===== src/rtl/stopwatch_err_display_if.sv =====
// Bundle between the stopwatch display block and its neighbours.
//   err1, err2   : error detector levels (into the display block)
//   digits[15:0] : BCD MM:SS time (into the display block)
//   hex3..hex0   : active-low 7-segment patterns, bit 6 = g .. bit 0 = a
//   err_active   : high while an error flash sequence is in progress
//   state        : debug view of the flash FSM state
// The block has no handshake. Inputs are sampled on every rising clk edge,
// and outputs are registered and valid on every cycle.
// The master modport is the upstream/board side. The slave modport is the
// display block itself.
interface stopwatch_err_display_if;
    logic        err1;
    logic        err2;
    logic [15:0] digits;
    logic [6:0]  hex3;
    logic [6:0]  hex2;
    logic [6:0]  hex1;
    logic [6:0]  hex0;
    logic        err_active;
    logic [2:0]  state;

    modport master (
        output err1, err2, digits,
        input  hex3, hex2, hex1, hex0, err_active, state
    );

    modport slave (
        input  err1, err2, digits,
        output hex3, hex2, hex1, hex0, err_active, state
    );
endinterface


===== src/rtl/stopwatch_err_display.sv =====
// Stopwatch 4-digit 7-segment driver.
// Normally shows MM:SS from the BCD counter. A rising edge on err1 or err2
// replaces the time with a flashing "E1" or "E2" code. The code flashes
// ON/OFF twice, with each phase lasting BLINK_CYCLES clocks, and then the
// time display returns.
// Ports:
//   clk   : system clock, rising edge
//   reset : asynchronous active-low reset
//   bus   : slave side of stopwatch_err_display_if
//           (err1/err2/digits in; hex3..hex0, err_active and debug state out)
module stopwatch_err_display #(
    parameter int BLINK_CYCLES = 25_000_000
) (
    input  logic                    clk,
    input  logic                    reset,
    stopwatch_err_display_if.slave  bus
);
    localparam logic [2:0] NORMAL = 3'd0;
    localparam logic [2:0] ON1    = 3'd1;
    localparam logic [2:0] OFF1   = 3'd2;
    localparam logic [2:0] ON2    = 3'd3;
    localparam logic [2:0] OFF2   = 3'd4;

    localparam logic [25:0] LAST = 26'(BLINK_CYCLES - 1);

    localparam logic [6:0] SEG_E     = 7'b0000110;
    localparam logic [6:0] SEG_BLANK = 7'b1111111;

    logic        err1_q, err2_q;
    logic [15:0] digits_q;
    logic [2:0]  state, next_phase;
    logic [1:0]  code;
    logic [25:0] cnt;
    logic [6:0]  hex3_r, hex2_r, hex1_r, hex0_r;
    logic        err_active_r;
    logic        rise1, rise2;

    // Active-low g..a encoding. BCD values 10-15 display as blank.
    function automatic logic [6:0] seg(input logic [3:0] v);
        case (v)
            4'd0:    seg = 7'b1000000;
            4'd1:    seg = 7'b1111001;
            4'd2:    seg = 7'b0100100;
            4'd3:    seg = 7'b0110000;
            4'd4:    seg = 7'b0011001;
            4'd5:    seg = 7'b0010010;
            4'd6:    seg = 7'b0000010;
            4'd7:    seg = 7'b1111000;
            4'd8:    seg = 7'b0000000;
            4'd9:    seg = 7'b0010000;
            default: seg = SEG_BLANK;
        endcase
    endfunction

    // Only a 0->1 transition triggers. A held level never retriggers.
    assign rise1 = bus.err1 & ~err1_q;
    assign rise2 = bus.err2 & ~err2_q;

    always_comb begin
        next_phase = NORMAL;
        case (state)
            ON1:     next_phase = OFF1;
            OFF1:    next_phase = ON2;
            ON2:     next_phase = OFF2;
            default: next_phase = NORMAL;
        endcase
    end

    always_ff @(posedge clk or negedge reset) begin
        if (!reset) begin
            err1_q       <= 1'b0;
            err2_q       <= 1'b0;
            digits_q     <= 16'h0000;
            state        <= NORMAL;
            code         <= 2'd1;
            cnt          <= 26'd0;
            hex3_r       <= SEG_BLANK;
            hex2_r       <= SEG_BLANK;
            hex1_r       <= SEG_BLANK;
            hex0_r       <= SEG_BLANK;
            err_active_r <= 1'b0;
        end else begin
            err1_q   <= bus.err1;
            err2_q   <= bus.err2;
            // The extra stage on the time path gives a 2-edge input-to-pin latency.
            digits_q <= bus.digits;

            // rise1 beats rise2. Any rise restarts the sequence, even mid-flash.
            if (rise1) begin
                state <= ON1;
                code  <= 2'd1;
                cnt   <= 26'd0;
            end else if (rise2) begin
                state <= ON1;
                code  <= 2'd2;
                cnt   <= 26'd0;
            end else if (state == NORMAL) begin
                cnt <= 26'd0;
            end else if (cnt == LAST) begin
                state <= next_phase;
                cnt   <= 26'd0;
            end else begin
                cnt <= cnt + 26'd1;
            end

            // The outputs follow the current state, one edge behind it.
            case (state)
                NORMAL: begin
                    hex3_r <= seg(digits_q[15:12]);
                    hex2_r <= seg(digits_q[11:8]);
                    hex1_r <= seg(digits_q[7:4]);
                    hex0_r <= seg(digits_q[3:0]);
                end
                ON1, ON2: begin
                    hex3_r <= SEG_BLANK;
                    hex2_r <= SEG_BLANK;
                    hex1_r <= SEG_E;
                    hex0_r <= seg({2'b00, code});
                end
                default: begin
                    hex3_r <= SEG_BLANK;
                    hex2_r <= SEG_BLANK;
                    hex1_r <= SEG_BLANK;
                    hex0_r <= SEG_BLANK;
                end
            endcase
            err_active_r <= (state != NORMAL);
        end
    end

    assign bus.hex3       = hex3_r;
    assign bus.hex2       = hex2_r;
    assign bus.hex1       = hex1_r;
    assign bus.hex0       = hex0_r;
    assign bus.err_active = err_active_r;
    assign bus.state      = state;
endmodule

===== src/flat_wrapper.sv =====
// flat-port wrapper written by rule: the top's interface ports become plain ports
module stopwatch_err_display_flat 
#(
    parameter int BLINK_CYCLES = 25_000_000
)
  (clk, reset, bus_err1, bus_err2, bus_digits, bus_hex3, bus_hex2, bus_hex1, bus_hex0, bus_err_active, bus_state);
  stopwatch_err_display_if bus_i ();
  input  logic clk;
  input  logic reset;
  input wire logic [$bits(bus_i.err1)-1:0] bus_err1;
  input wire logic [$bits(bus_i.err2)-1:0] bus_err2;
  input wire logic [$bits(bus_i.digits)-1:0] bus_digits;
  output wire logic [$bits(bus_i.hex3)-1:0] bus_hex3;
  output wire logic [$bits(bus_i.hex2)-1:0] bus_hex2;
  output wire logic [$bits(bus_i.hex1)-1:0] bus_hex1;
  output wire logic [$bits(bus_i.hex0)-1:0] bus_hex0;
  output wire logic [$bits(bus_i.err_active)-1:0] bus_err_active;
  output wire logic [$bits(bus_i.state)-1:0] bus_state;
  assign bus_i.err1 = bus_err1;
  assign bus_i.err2 = bus_err2;
  assign bus_i.digits = bus_digits;
  assign bus_hex3 = bus_i.hex3;
  assign bus_hex2 = bus_i.hex2;
  assign bus_hex1 = bus_i.hex1;
  assign bus_hex0 = bus_i.hex0;
  assign bus_err_active = bus_i.err_active;
  assign bus_state = bus_i.state;
  stopwatch_err_display #(.BLINK_CYCLES(BLINK_CYCLES)) u_core (.clk(clk), .reset(reset), .bus(bus_i));
endmodule

===== config.mk =====
export PLATFORM = sky130hd
export DESIGN_NAME = stopwatch_err_display_flat
export DESIGN_NICKNAME = d
export VERILOG_FILES = /design/src/rtl/stopwatch_err_display_if.sv /design/src/rtl/stopwatch_err_display.sv /design/src/flat_wrapper.sv
export SDC_FILE = /design/constraint.sdc
export NUM_CORES = 1
export LEC_CHECK = 0
export CORE_MARGIN = 4
export CORE_UTILIZATION = 55
export CTS_BUF_LIST = sky130_fd_sc_hd__clkbuf_16
export CTS_CLUSTER_DIAMETER = 60
export DETAILED_ROUTE_END_ITERATION = 8
export PLACE_DENSITY = 0.87
export SLEW_MARGIN = 20
export SYNTH_ARGS = -nofsm -noshare
export SYNTH_HDL_FRONTEND = slang
export SYNTH_SLANG_ARGS = --single-unit

===== constraint.sdc =====
create_clock -name clk -period 2.1 [get_ports clk]
set_input_delay 0.315 -clock clk [delete_from_list [all_inputs] [get_ports clk]]
set_output_delay 0.315 -clock clk [all_outputs]
set_load 0.03 [all_outputs]

==> flow_metrics.py, run 1 <==
metrics = {
    "drt": {
        "avgRoutedWirePerCell_um": 15.5,
        "drc": 0,
        "count_of_antenna_violating_nets_left_after_detailed_routing": 0,
        "dr_total_vias": 2989,
        "dr.pass1.iters": 6,
        "initialDrtViolationCount": 203,
        "vias_per_cell": 5.76,
        "highest_signal_layer_in_the_routed_design": "met4",
        "routed_wirelength_mm": 8.02,
        "wire_length_on_met2_mm": 4.08,
        "met1_length_mm": 3.46,
        "routed-wl-met3_um": 349,
    },
    "flow_run": {
        "drv.max_cap_violation_count": 0,
    },
    "clocking": {
        "cts_max_level": 3,
        "cts_tree": "built",
        "cts_max_path_buffers": 2,
        "clk_transition_reported_paths_ns": 0.06,
        "insertion_delay_ns": 0.33,
        "clock-root-buffer": "clkbuf_16",
        "cts.sinks": 78,
        "number_of_buffers_created_by_cts": 9,
    },
    "worst_setup_path": {
        "worst-r2r-setup-slack_ns": 0.06,
        "critPathRequiredTime_ns": 2.34,
        "cp_max_fanout": 13,
        "crit_path_end_kind": "flip-flop",
        "crit_path_start_kind": "flip-flop",
        "timing.critical_path.arrival_ns": 2.28,
        "path_class": "reg2reg",
    },
    "power_and_ir_drop": {
        "vdd.ir_drop.worst_v": 0.000434,
        "power.internal_w": 0.00259,
        "power_frac_comb_pct": 8.6,
        "pwr-share-clk_pct": 43.5,
        "power_per_cell_area_nw_per_um2": 715,
        "power.leakage_nw": 1.93,
        "power_w": 0.00337,
        "sw_frac_of_total_pct": 23.2,
        "p_sw_w": 0.000781,
        "seq_power_share_pct": 47.9,
    },
    "cells_and_area": {
        "layout.core_utilization_pct": 69.8,
        "design.final.nets": 476,
        "filler_cell_count": 447,
        "layout-drive-gt1-share_pct": 15.3,
        "non_filler_instance_count_after_layout": 519,
        "antennaDiodeCount": 0,
        "areaGrowthSynthToFinish_pct": 23.9,
    },
    "place": {
        "placed_cells": 500,
        "place_congestion": 0.860,
        "detail_placement_hpwl_mm": 5.29,
        "placement.io_buffers": 51,
    },
    "synthesis": {
        "commonest_register_cell_after_synthesis": "dfrtp_1",
        "netlist_instances": 380,
        "syn-num-nets": 422,
        "synth_area_per_cell_um2": 10.0,
        "synth-edff-count": 0,
        "synth.ff_latch_count": 78,
        "ys_warn_count": 0,
        "syn-cell-area_um2": 3800,
        "synth_cell_types": 43,
        "yosysSeqAreaShare_pct": 52.3,
        "asyncSetResetFlopFracSynth_pct": 100,
    },
    "global_route": {
        "globalRoute.totalOverflow": 0,
        "grt_resource_usage_total_pct": 20.2,
        "antenna_violations_before_repair": 0,
        "grt_start_max_net_pins": 79,
        "grt_pass1_vias": 2964,
        "grt_first_pass_wirelength_mm": 13.5,
    },
    "min_path": {
        "holdCritPathClass": "in2async",
    },
    "die": {
        "chipWidth_um": 91.2,
        "design.die.area_um2": 8310,
        "design.portCount": 52,
        "row_count": 30,
        "placeableCoreArea_um2": 6760,
        "die_h_um": 91.2,
        "effective_utilization_at_floorplan_pct": 56.3,
    },
    "status": {
        "status": "finished, final reports clean",
    },
    "timing": {
        "final.period_utilization_pct": 97.3,
        "grt_setup_unrepaired": "false",
        "worst_slew_margin_rel_pct": 70.0,
        "finalClockSkew_ns": 0.00244,
        "worst_slew_pin_slew_ns": 0.449,
        "slew_violations": 0,
        "whs_ns": 0.0249,
        "setup_violations": 0,
        "maxClockFrequency_mhz": 490,
        "report.final.hold_viol_count": 0,
        "final_period_minus_worst_setup_slack_ns": 2.04,
    },
}
[worst paths after layout]
check / endpoint / start / depth (start not counted)
max in group asynchronous: u_core.bus.hex1[1]$_DFF_PN1_ / reset / 2
worst min register to register: u_core.code[0]$_DFFE_PN1P_ / u_core.code[0]$_DFFE_PN1P_ / 2
worst max register to register: u_core.cnt[17]$_DFF_PN0_ / u_core.cnt[9]$_DFF_PN0_ / 5
worst min-delay path: u_core.digits_q[14]$_DFF_PN0_ / reset / 2
worst max-delay path: u_core.cnt[17]$_DFF_PN0_ / u_core.cnt[9]$_DFF_PN0_ / 5
min in group clk: u_core.digits_q[8]$_DFF_PN0_ / bus_digits[8] / 1
[timing repair]
| item | in CTS | in global routing |
|---|---|---|
| endpoints found under the setup margin | 1 | 6 |
| gates cloned | 0 | 0 |
| pin swaps | 1 | 2 |
| gates resized for setup | 0 | 7 |
| hold endpoints to repair | 0 | 0 |
| hold buffers | 0 | 0 |
| buffers inserted | 0 | 3 |
[cell families after synthesis]
group	synth area share [%]
buffers and inverters	4.08
AND/OR/NAND/NOR	20.0
AO/OA/AOI/OAI	13.9
flip-flops	52.3
XOR/XNOR	2.53
adder cells (fa/ha/maj)	7.23
[per-stage QoR]
stage	cell area [um2]	setup slack, ns	TNS [ns]
floorplan	3800	0.117	0
global placement	4390	0.0897	0
detailed placement	4390	-0.0216	-0.0261
CTS	4670	0.0157	0
global route	4710	0.00184	0
finish	4710	0.0577	0
[cells in the mapped netlist (13+ instances only)]
cell type	number	share of area, %
ha_1	22	7.2
clkbuf_1	14	1.4
nor2_1	31	3.1
o21ai_1	25	3.3
nor3_1	17	2.2
dfrtp_1	49	32
nand2b_1	13	2.1
a21oi_1	23	3.0
a211oi_1	13	2.6
dfstp_2	29	20
inv_1	19	1.9
nand2_1	30	3.0
[critical path, stage by stage (launching register included)]
cell and delay [ns]:
dfrtp_1 0.43, nand3_2 0.12, or4_4 0.64, buf_4 0.18, or3_1 0.34, a211oi_1 0.24
[area by class of cell]
class	count	area (um2)	area share, %
well taps	80	100	2.12
multi-input cells	265	1680	35.6
clock inverters	7	56.3	1.19
repair buffers	60	586	12.4
clock buffers	9	225	4.78
flip-flops and latches	78	1990	42.3
inverters	20	75.1	1.59
[layer usage]
layer / vias up / track usage [%]
met4: 0 / 8.42
li1: 1440 / -
met1: 1464 / 25.3
met3: 12 / 5.47
met2: 73 / 33.1
met5: - / 0
[state kept, by name, summed over array words and instances (netlist names), 2 cells and up]
name              flops
u_core.bus.state      3
u_core.cnt           26
u_core.digits_q      16
u_core.bus.hex3       7
u_core.bus.hex1       7
u_core.bus.hex2       7
u_core.bus.hex0       7
u_core.code           2
[power groups by stage]
stage | Clock (W) | Sequential (W) | Combinational, W
2_1_floorplan | 0 | 0.00165 | 0.000138
3_3_place_gp | 0 | 0.00163 | 0.000273
3_5_place_dp | 0 | 0.00164 | 0.000283
4_1_cts | 0.00149 | 0.00161 | 0.000289
5_1_grt | 0.00155 | 0.00162 | 0.000323
6_report | 0.00147 | 0.00162 | 0.000289
[cells in the final DEF (no fill, tap or decap), types with 7 or more instances in the layout]
master / n
clkdlybuf4s50_1: 50
dfrtp_1: 46
nor2_1: 31
nand2_1: 29
dfstp_2: 29
o21ai_1: 25
a21oi_1: 23
ha_1: 21
inv_1: 20
nor3_1: 16
nand2b_1: 13
a211oi_1: 12
or3_1: 10
or4_1: 9
clkbuf_16: 9
o22ai_1: 8
xnor2_1: 8
nand3_1: 8
buf_4: 8
o31ai_1: 7
(Power assumes the default switching activity.)
==> run 2, diff against run 1 <==
--- a/config.mk
+++ b/config.mk
@@ -5,11 +5,11 @@
 export SDC_FILE = /design/constraint.sdc
 export NUM_CORES = 1
 export LEC_CHECK = 0
-export CORE_MARGIN = 4
 export CORE_UTILIZATION = 55
 export CTS_BUF_LIST = sky130_fd_sc_hd__clkbuf_16
 export CTS_CLUSTER_DIAMETER = 60
 export DETAILED_ROUTE_END_ITERATION = 8
+export GPL_ROUTABILITY_DRIVEN = 0
 export PLACE_DENSITY = 0.87
 export SLEW_MARGIN = 20
 export SYNTH_ARGS = -nofsm -noshare
==> run 2 against run 1 <==
Net effect: global-route usage rose by 4.0 points; combinational power rose by 1%; maximum frequency fell by 0.59%; hold slack improved by 0.37 ns; non-clock buffer count rose by 3; clock skew rose by 0.0037 ns; first-iteration DRC count fell by 8.9%; via count rose by 0.47%; sequential power barely moved; setup slack got worse by 0.012 ns; sequential share of layout area fell by 0.66 points; critical path type unchanged.
==> flow_metrics.py, run 2 (synthesis gave the netlist of run 1 again) <==
metrics = {
    "die": {
        "design.portCount": 52,
        "row_count": 29,
        "die_h_um": 85.2,
        "chipWidth_um": 85.2,
        "design.die.area_um2": 7250,
        "effective_utilization_at_floorplan_pct": 58.6,
        "placeableCoreArea_um2": 6490,
    },
    "global_route": {
        "antenna_violations_before_repair": 0,
        "grt_start_max_net_pins": 52,
        "grt_first_pass_wirelength_mm": 13.6,
        "globalRoute.totalOverflow": 0,
        "grt_resource_usage_total_pct": 24.2,
        "grt_pass1_vias": 2919,
    },
    "place": {
        "placement.io_buffers": 51,
        "placed_cells": 498,
        "detail_placement_hpwl_mm": 5.35,
        "detailedPlace.worstSlack_ns": 0.0107,
        "dpl_cell_area_um2": 4400,
    },
    "flow_run": {
        "drv.max_cap_violation_count": 0,
    },
    "worst_setup_path": {
        "critPathRequiredTime_ns": 2.35,
        "timing.reg2reg.worst_path_depth": 6,
        "cp_cell_sequence": "ha_2 > nand2_4 > or4_4 > buf_4 > or3_1 > a211oi_2",
        "cp_max_fanout": 9,
        "timing.critical_path.arrival_ns": 2.30,
        "path_class": "reg2reg",
        "worst-r2r-setup-slack_ns": 0.05,
        "regToRegStartpoint": "u_core.cnt[0]$_DFF_PN0_",
        "crit_path_start_kind": "flip-flop",
        "r2r-end": "u_core.cnt[14]$_DFF_PN0_",
        "startpoint": "u_core.cnt[0]$_DFF_PN0_",
        "critical_path.max_stage_delay_ns": 0.58,
        "crit_path_end_kind": "flip-flop",
        "crit_path_top_delay_cell": "or4_4",
    },
    "drt": {
        "dr.pass1.iters": 4,
        "vias_per_cell": 5.79,
        "count_of_antenna_violating_nets_left_after_detailed_routing": 0,
        "drc": 0,
        "dr_total_vias": 3003,
        "avgRoutedWirePerCell_um": 15.5,
        "initialDrtViolationCount": 185,
        "routed_wirelength_mm": 8.04,
    },
    "cells_and_area": {
        "largest_register": "u_core.cnt",
        "largest_reg_flops": 26,
        "non_filler_instance_count_after_layout": 519,
        "design_area_um2": 4780,
        "most-common-layout-cells": "50 x clkdlybuf4s50_1, 47 x dfrtp_1, 31 x nor2_1",
        "layout_commonest_cell": "clkdlybuf4s50_1",
        "design.final.nets": 479,
        "top_regs": "u_core.cnt x26, u_core.digits_q x16",
        "areaGrowthSynthToFinish_pct": 25.7,
        "antennaDiodeCount": 0,
        "layout-drive-gt1-share_pct": 16.1,
        "filler_cell_count": 420,
    },
    "clocking": {
        "clk_transition_reported_paths_ns": 0.06,
        "number_of_buffers_created_by_cts": 9,
        "insertion_delay_ns": 0.33,
        "cts_tree": "built",
        "cts_max_level": 3,
        "cts.sinks": 78,
        "cts_max_path_buffers": 2,
        "clock-root-buffer": "clkbuf_16",
    },
    "timing": {
        "final.period_utilization_pct": 97.8,
        "setup_violations": 0,
        "maxClockFrequency_mhz": 487,
        "final_period_minus_worst_setup_slack_ns": 2.05,
        "finalClockSkew_ns": 0.00614,
        "worst_slew_margin_rel_pct": 70.0,
        "report.final.hold_viol_count": 0,
        "slew_violations": 0,
        "final_worst_path_setup_slack_ns": 0.0455,
        "worst_slew_pin_slew_ns": 0.449,
        "grt_setup_unrepaired": "true",
    },
    "power_and_ir_drop": {
        "power_w": 0.00346,
        "power.leakage_nw": 1.98,
        "vdd.ir_drop.worst_v": 0.000590,
        "power_per_cell_area_nw_per_um2": 724,
    },
    "status": {
        "status": "finished, final reports clean",
    },
    "min_path": {
        "holdCritPathClass": "in2async",
    },
}
[run 2: critical path, delay by kind of cell (launching register included)]
| family | cells | cell delay [ns] |
|---|---|---|
| flops | 1 | 0.38 |
| compound gates | 1 | 0.22 |
| buf+inv | 1 | 0.17 |
| fa+ha+maj | 1 | 0.22 |
| simple gates | 3 | 0.98 |
[run 2: repair_timing]
action | CTS | global route
hold buffers | 1 | 0
buffers inserted | 0 | 4
pin swaps | 1 | 3
hold endpoints to repair | 4 | 0
setup endpoints to repair | 1 | 7
resized for setup | 0 | 9
[run 2: layout make-up]
class | count | area [um2] | share of cell area, %
Tap cell | 77 | 96.3 | 2.01
Sequential cell | 78 | 1990 | 41.6
Clock inverter | 6 | 52.6 | 1.10
Inverter | 20 | 75.1 | 1.57
Multi-Input combinational cell | 265 | 1700 | 35.5
Clock buffer | 10 | 250 | 5.23
Timing Repair Buffer | 63 | 623 | 13.0
[run 2: routing by layer]
| layer | GRT usage (%) | wire length (um) | vias up |
|---|---|---|---|
| li1 | - | - | 1439 |
| met1 | 27.5 | 3220 | 1448 |
| met2 | 42.3 | 4190 | 94 |
| met3 | 7.88 | 440 | 22 |
| met4 | 9.55 | 195 | 0 |
| met5 | 0 | 0 | - |
[run 2: worst max path at each step]
stage	end	slack, ns	cells after the start
after floorplan	u_core.cnt[16]$_DFF_PN0_	0.12	6
after global placement	u_core.cnt[25]$_DFF_PN0_	0.11	4
after detailed placement	u_core.cnt[20]$_DFF_PN0_	0.01	5
after CTS	u_core.cnt[20]$_DFF_PN0_	0.02	4
after global routing	u_core.cnt[14]$_DFF_PN0_	-0.02	6
final	u_core.cnt[14]$_DFF_PN0_	0.05	6
[run 2: metrics by stage]
stage                     utilization, %  TNS [ns]  hold WS (ns)
final                               73.7         0         0.396
after global routing                73.7   -0.0652         0.401
after CTS                           72.5         0         0.371
after floorplan                        -         0        0.0194
after detailed placement            67.7         0         0.190
after global placement              67.7         0         0.184
[run 2: where the power goes]
part           switching [W]  internal, W
Sequential         0.0000522      0.00156
Combinational       0.000165     0.000128
Clock               0.000577     0.000977
Total               0.000794      0.00267
==> RTL edit 1, RTL diff (settings of run 1) <==
Make the reset (`reset`) synchronous in one clocked block. Comments in the files are not updated.
--- a/src/rtl/stopwatch_err_display.sv
+++ b/src/rtl/stopwatch_err_display.sv
@@ -66,7 +66,7 @@
         endcase
     end
 
-    always_ff @(posedge clk or negedge reset) begin
+    always_ff @(posedge clk) begin
         if (!reset) begin
             err1_q       <= 1'b0;
             err2_q       <= 1'b0;
Check against the original RTL: differs if reset is asserted again (counterexample within 4 cycles, from zero or initial values and one cycle with reset low); with reset held inactive, the same outputs for 10 cycles.
==> RTL edit 1 against run 1 <==
  * Sequential cell count up 6
  * Die area down 2.6%
  * Core utilization up 3.0 points
  * Area after synthesis down 2.8%
  * Setup slack better by 0.0085 ns
  * Power up 9.0%
  * Combinational power up 54%
  * Design area down 0.90%
  * Worst hold slack better by 0.40 ns
  * Wire length down 2.5%
  * Critical path type unchanged
  * Largest power group unchanged
==> RTL edit 1: results (changes against run 1) <==
stage,metric,value,unit,change
placed_design,routability congestion estimate,0.837,,was 0.860
placed_design,PortBufs,51,,unchanged
drt,metal2 WL,4020,um,was 4080 um
grt,initial antenna violation count,0,,unchanged
clocking,maximum clock path buffer count,2,,unchanged
layout,layout cell share with drive strength beyond 1,10.7,%,was 15.3%
layout,fillcell total,455,,was 447
logic_synthesis,top post-synthesis cells by area,"dfxtp_1 (45%), ha_1 (7.1%), o21ai_0 (3.8%)",,"was dfrtp_1 (32%), dfstp_2 (20%), ha_1 (7.2%)"
critical_path,Worst R2R Setup Slack,0.07,ns,
drt,Max Used Layer,met4,,unchanged
clocking,CTS Root Cell,clkbuf_16,,unchanged
power,Pleak,1.80,nW,was 1.93 nW
placed_design,Post-Place Worst Slack,0.0180,ns,was -0.0216 ns
grt,pin count of the biggest net entering global routing,27,,was 79
critical_path,CP arrival,2.28,ns,about the same
clocking,clk_lat worst skew,0.33,ns,about the same
outcome,status,"finished, final reports clean",,unchanged
grt,GRT Util Overall,19.4,%,was 20.2%
critical_path,crit path to,u_core.cnt[25],,was u_core.cnt[17]
clocking,H-tree depth,3,,unchanged
critical_path,"slowest stage delay, CP",0.60,ns,was 0.64 ns
critical_path,Crit Path Class,reg -> reg,,unchanged
logic_synthesis,count of cell types in the netlist,48,,was 43
logic_synthesis,YS warnings,0,,unchanged
critical_path,"Largest delay share family, worst path",simple AND/OR/NAND/NOR gates,,unchanged
logic_synthesis,top_reg_cell synth,dfxtp_1,,was dfrtp_1
grt,first-pass GRT wire length,13300,um,was 13500 um
drt,vias,3110,,was 2989
clocking,CTS buffer count,9,,unchanged
drt,DRT Pass-1 Iters,4,,was 6
power,VDD IR max,0.485,mV,was 0.434 mV
layout,final net count,506,,was 476
logic_synthesis,"Seq/Total Area, Yosys",45.5,%,was 52.3%
critical_path,worst-path maximum fanout,11,,was 13
drt,initial DRC count,178,,was 203
drt,Routed WL per cell,14.3,um,was 15.5 um
critical_path,r2r worst-path depth,5,,unchanged
placed_design,Post-DP HPWL,5400,um,was 5290 um
clocking,clk slew on worst S/H paths,0.06,ns,about the same
logic_synthesis,syn nets,449,,was 422
timing,Setup Total Neg Slack,0,ns,unchanged
logic_synthesis,Post-synth ARST share,0,%,was 100%
timing,Worst-Margin Slew,0.504,ns,was 0.449 ns
grt,number of global-route vias before repair,2937,,was 2964
logic_synthesis,Post-synth top cells,"dfxtp_1 (84), nand2_1 (31), o21ai_0 (28), ha_1 (21)",,"was dfrtp_1 (49), nor2_1 (31), nand2_1 (30), dfstp_2 (29), o21ai_1 (25)"
critical_path,Reg2Reg Launch Point,u_core.cnt[9],,unchanged
drt,met1 WL,3360,um,was 3460 um
drt,metal3 WL,300,um,was 349 um
critical_path,Crit-path slowest cell,or4b_4,,was or4_4
timing,Setup Skew,0.00846,ns,was 0.00244 ns
hold_path,Min-Delay Path Class,reg -> reg,,was in -> async
-- RTL edit 1: area by class of cell --
| type | count | area (um^2) | share of cell area (%) |
|---|---|---|---|
| clock buffers | 9 | 225 | 4.82 |
| well taps | 77 | 96.3 | 2.06 |
| clock inverters | 6 | 63.8 | 1.37 |
| inverters | 19 | 71.3 | 1.53 |
| repair buffers | 69 | 671 | 14.4 |
| multi-input cells | 282 | 1860 | 39.8 |
| flip-flops and latches | 84 | 1690 | 36.1 |
-- RTL edit 1: cells by family (layout without fill, tap and decap cells) --
kind of cell / Yosys count / in the layout / synth area share, %
flip-flops: 84 / 84 / 45.5
multiplexers: 1 / 1 / 0.271
AO/OA/AOI/OAI: 94 / 94 / 16.8
AND/OR/NAND/NOR: 154 / 154 / 22.9
buffers and inverters: 42 / 103 / 4.53
XOR/XNOR: 12 / 12 / 2.84
adder cells (fa/ha/maj): 21 / 21 / 7.10
-- RTL edit 1: through the flow --
step                instances  hold slack (ns)  cell area (um^2)
floorplan                 408            0.386              3700
global placement          529            0.390              4350
detailed placement        529            0.411              4350
CTS                       544            0.425              4640
global route              546            0.438              4670
finish                    546            0.422              4670
-- RTL edit 1: worst register-to-register path, stage by stage (launching register included) --
cell and delay (ns):
dfxtp_1 0.33, buf_4 0.12, nand4_1 0.17, or4b_4 0.60, or4b_1 0.49, a211oi_1 0.24
-- RTL edit 1: metal layers --
| layer | up-vias | global-route usage, % |
|---|---|---|
| met5 | - | 0 |
| met4 | 0 | 7.65 |
| met3 | 19 | 3.51 |
| met2 | 78 | 33.2 |
| met1 | 1464 | 24.1 |
| li1 | 1549 | - |
-- RTL edit 1: report_power, final --
group          internal (W)  switching, W
clock network      0.000913      0.000600
logic              0.000200      0.000245
registers           0.00168     0.0000392
total               0.00279      0.000884
-- RTL edit 1: how the worst min path moves through the flow --
| stage | from | to | slack, ns | depth (start not counted) |
|---|---|---|---|---|
| floorplan | flip-flop | u_core.bus.hex1[1] | 0.39 | 1 |
| global placement | flip-flop | u_core.bus.hex1[2] | 0.39 | 1 |
| detailed placement | flip-flop | u_core.bus.hex0[1] | 0.41 | 1 |
| CTS | flip-flop | u_core.bus.hex0[1] | 0.43 | 1 |
| global route | flip-flop | u_core.bus.hex1[4] | 0.44 | 1 |
| finish | flip-flop | u_core.bus.hex0[3] | 0.42 | 1 |
-- RTL edit 1: timing repair --
action | 4_1_cts | 5_1_grt
hold buffers | 0 | 0
setup endpoints to repair | 0 | 8
hold endpoints to repair | 0 | 0
gates resized for setup | 0 | 5
buffers inserted | 0 | 2
==> RTL edit 2, RTL diff (settings of run 1) <==
Without the edit above. `BLINK_CYCLES` is set to 25_000_000 in 2 places; all go to 12_500_000.
--- a/src/rtl/stopwatch_err_display.sv
+++ b/src/rtl/stopwatch_err_display.sv
@@ -9,7 +9,7 @@
 //   bus   : slave side of stopwatch_err_display_if
 //           (err1/err2/digits in; hex3..hex0, err_active and debug state out)
 module stopwatch_err_display #(
-    parameter int BLINK_CYCLES = 25_000_000
+    parameter int BLINK_CYCLES = 12_500_000
 ) (
     input  logic                    clk,
     input  logic                    reset,
--- a/src/flat_wrapper.sv
+++ b/src/flat_wrapper.sv
@@ -1,7 +1,7 @@
 // flat-port wrapper written by rule: the top's interface ports become plain ports
 module stopwatch_err_display_flat 
 #(
-    parameter int BLINK_CYCLES = 25_000_000
+    parameter int BLINK_CYCLES = 12_500_000
 )
   (clk, reset, bus_err1, bus_err2, bus_digits, bus_hex3, bus_hex2, bus_hex1, bus_hex0, bus_err_active, bus_state);
   stopwatch_err_display_if bus_i ();
Function: same outputs for any inputs over 10 cycles, from zero or initial values and one cycle with reset low; that may be too few to reach the edited logic, so the function may still have changed.
==> RTL edit 2 against run 1 <==
  * Sequential cell count did not move
  * Critical path depth did not move
  * Setup slack better by 0.048 ns
  * Area after synthesis down 3.2%
  * Fmax is 2.4% higher
  * Die area shrank 2.9%
  * Power decreased by 0.46%
  * Global-route usage fell by 1.2 points
  * Wire length is 6.7% lower
  * Design area is 2.2% lower
  * Critical endpoint is now u_core.bus.state[1]
  * Highest routed layer unchanged
==> RTL edit 2: results (changes against run 1) <==
stage,metric,value,unit,change
timing,Final Critical Period,1.99,ns,was 2.04 ns
drt,initial DRC count,197,,was 203
critical_path,"slowest stage delay, CP",0.54,ns,was 0.64 ns
outcome,status,"finished, final reports clean",,unchanged
power,combinational power,0.000279,W,was 0.000289 W
layout,final net count,467,,was 476
placed_design,Post-Place Worst Slack,0.0579,ns,was -0.0216 ns
power,Sw Pwr,0.000766,W,was 0.000781 W
timing,Setup Skew,0.00379,ns,was 0.00244 ns
grt,first-pass GRT wire length,12500,um,was 13500 um
drt,met1 WL,2900,um,was 3460 um
drt,metal3 WL,360,um,was 349 um
logic_synthesis,top post-synthesis cells by area,"dfrtp_1 (33%), dfstp_2 (21%), ha_1 (7.5%)",,"was dfrtp_1 (32%), dfstp_2 (20%), ha_1 (7.2%)"
hold_path,Min-Delay Path Class,in -> reg,,was in -> async
logic_synthesis,"Seq/Total Area, Yosys",54.0,%,was 52.3%
power,Pleak,1.95,nW,was 1.93 nW
layout,layout cell share with drive strength beyond 1,14.0,%,was 15.3%
grt,GRT Util Overall,19.0,%,was 20.2%
drt,total wire length,7480,um,was 8020 um
critical_path,crit path to,u_core.bus.state[1],,was u_core.cnt[17]
layout,Post-Layout Cell Count,507,,was 519
grt,met1 Use GR,21.7,%,was 25.3%
logic_synthesis,syn nets,409,,was 422
power,VDD IR max,0.451,mV,was 0.434 mV
logic_synthesis,post-synthesis adder-cell area fraction,7.47,%,was 7.23%
power,Final Power,0.00336,W,was 0.00337 W
placed_design,routability congestion estimate,0.876,,was 0.860
critical_path,Worst R2R Setup Slack,0.11,ns,was 0.06 ns
timing,Rel. slew slack,59.3,%,was 70.0%
drt,vias per cell,5.81,,was 5.76
grt,number of global-route vias before repair,2754,,was 2964
placed_design,placed inst area,0.00431,mm^2,was 0.00439 mm^2
placed_design,Post-DP HPWL,5270,um,was 5290 um
logic_synthesis,Synth Area in Compound Gates,13.5,%,was 13.9%
-- RTL edit 2: cell families (layout without fill, tap and decap cells) --
logic type / Yosys count / in the layout
flip-flops: 78 / 78
buffers and inverters: 33 / 96
AO/OA/AOI/OAI: 88 / 88
adder cells (fa/ha/maj): 22 / 22
XOR/XNOR: 12 / 12
AND/OR/NAND/NOR: 134 / 134
-- RTL edit 2: layout make-up --
| cell class | count | area [um^2] |
|---|---|---|
| inverter | 20 | 75.1 |
| sequential | 78 | 1990 |
| timing repair buffer | 60 | 588 |
| clock buffer | 9 | 225 |
| clock inverter | 7 | 58.8 |
| fill | 449 | 1810 |
| multi-input combinational | 256 | 1580 |
| tap | 77 | 96.3 |
-- RTL edit 2: repair_timing --
action / 4_1_cts / 5_1_grt
hold buffers: 1 / 0
hold endpoints to repair: 11 / 0
endpoints found under the setup margin: 0 / 3
gates resized for setup: 0 / 1
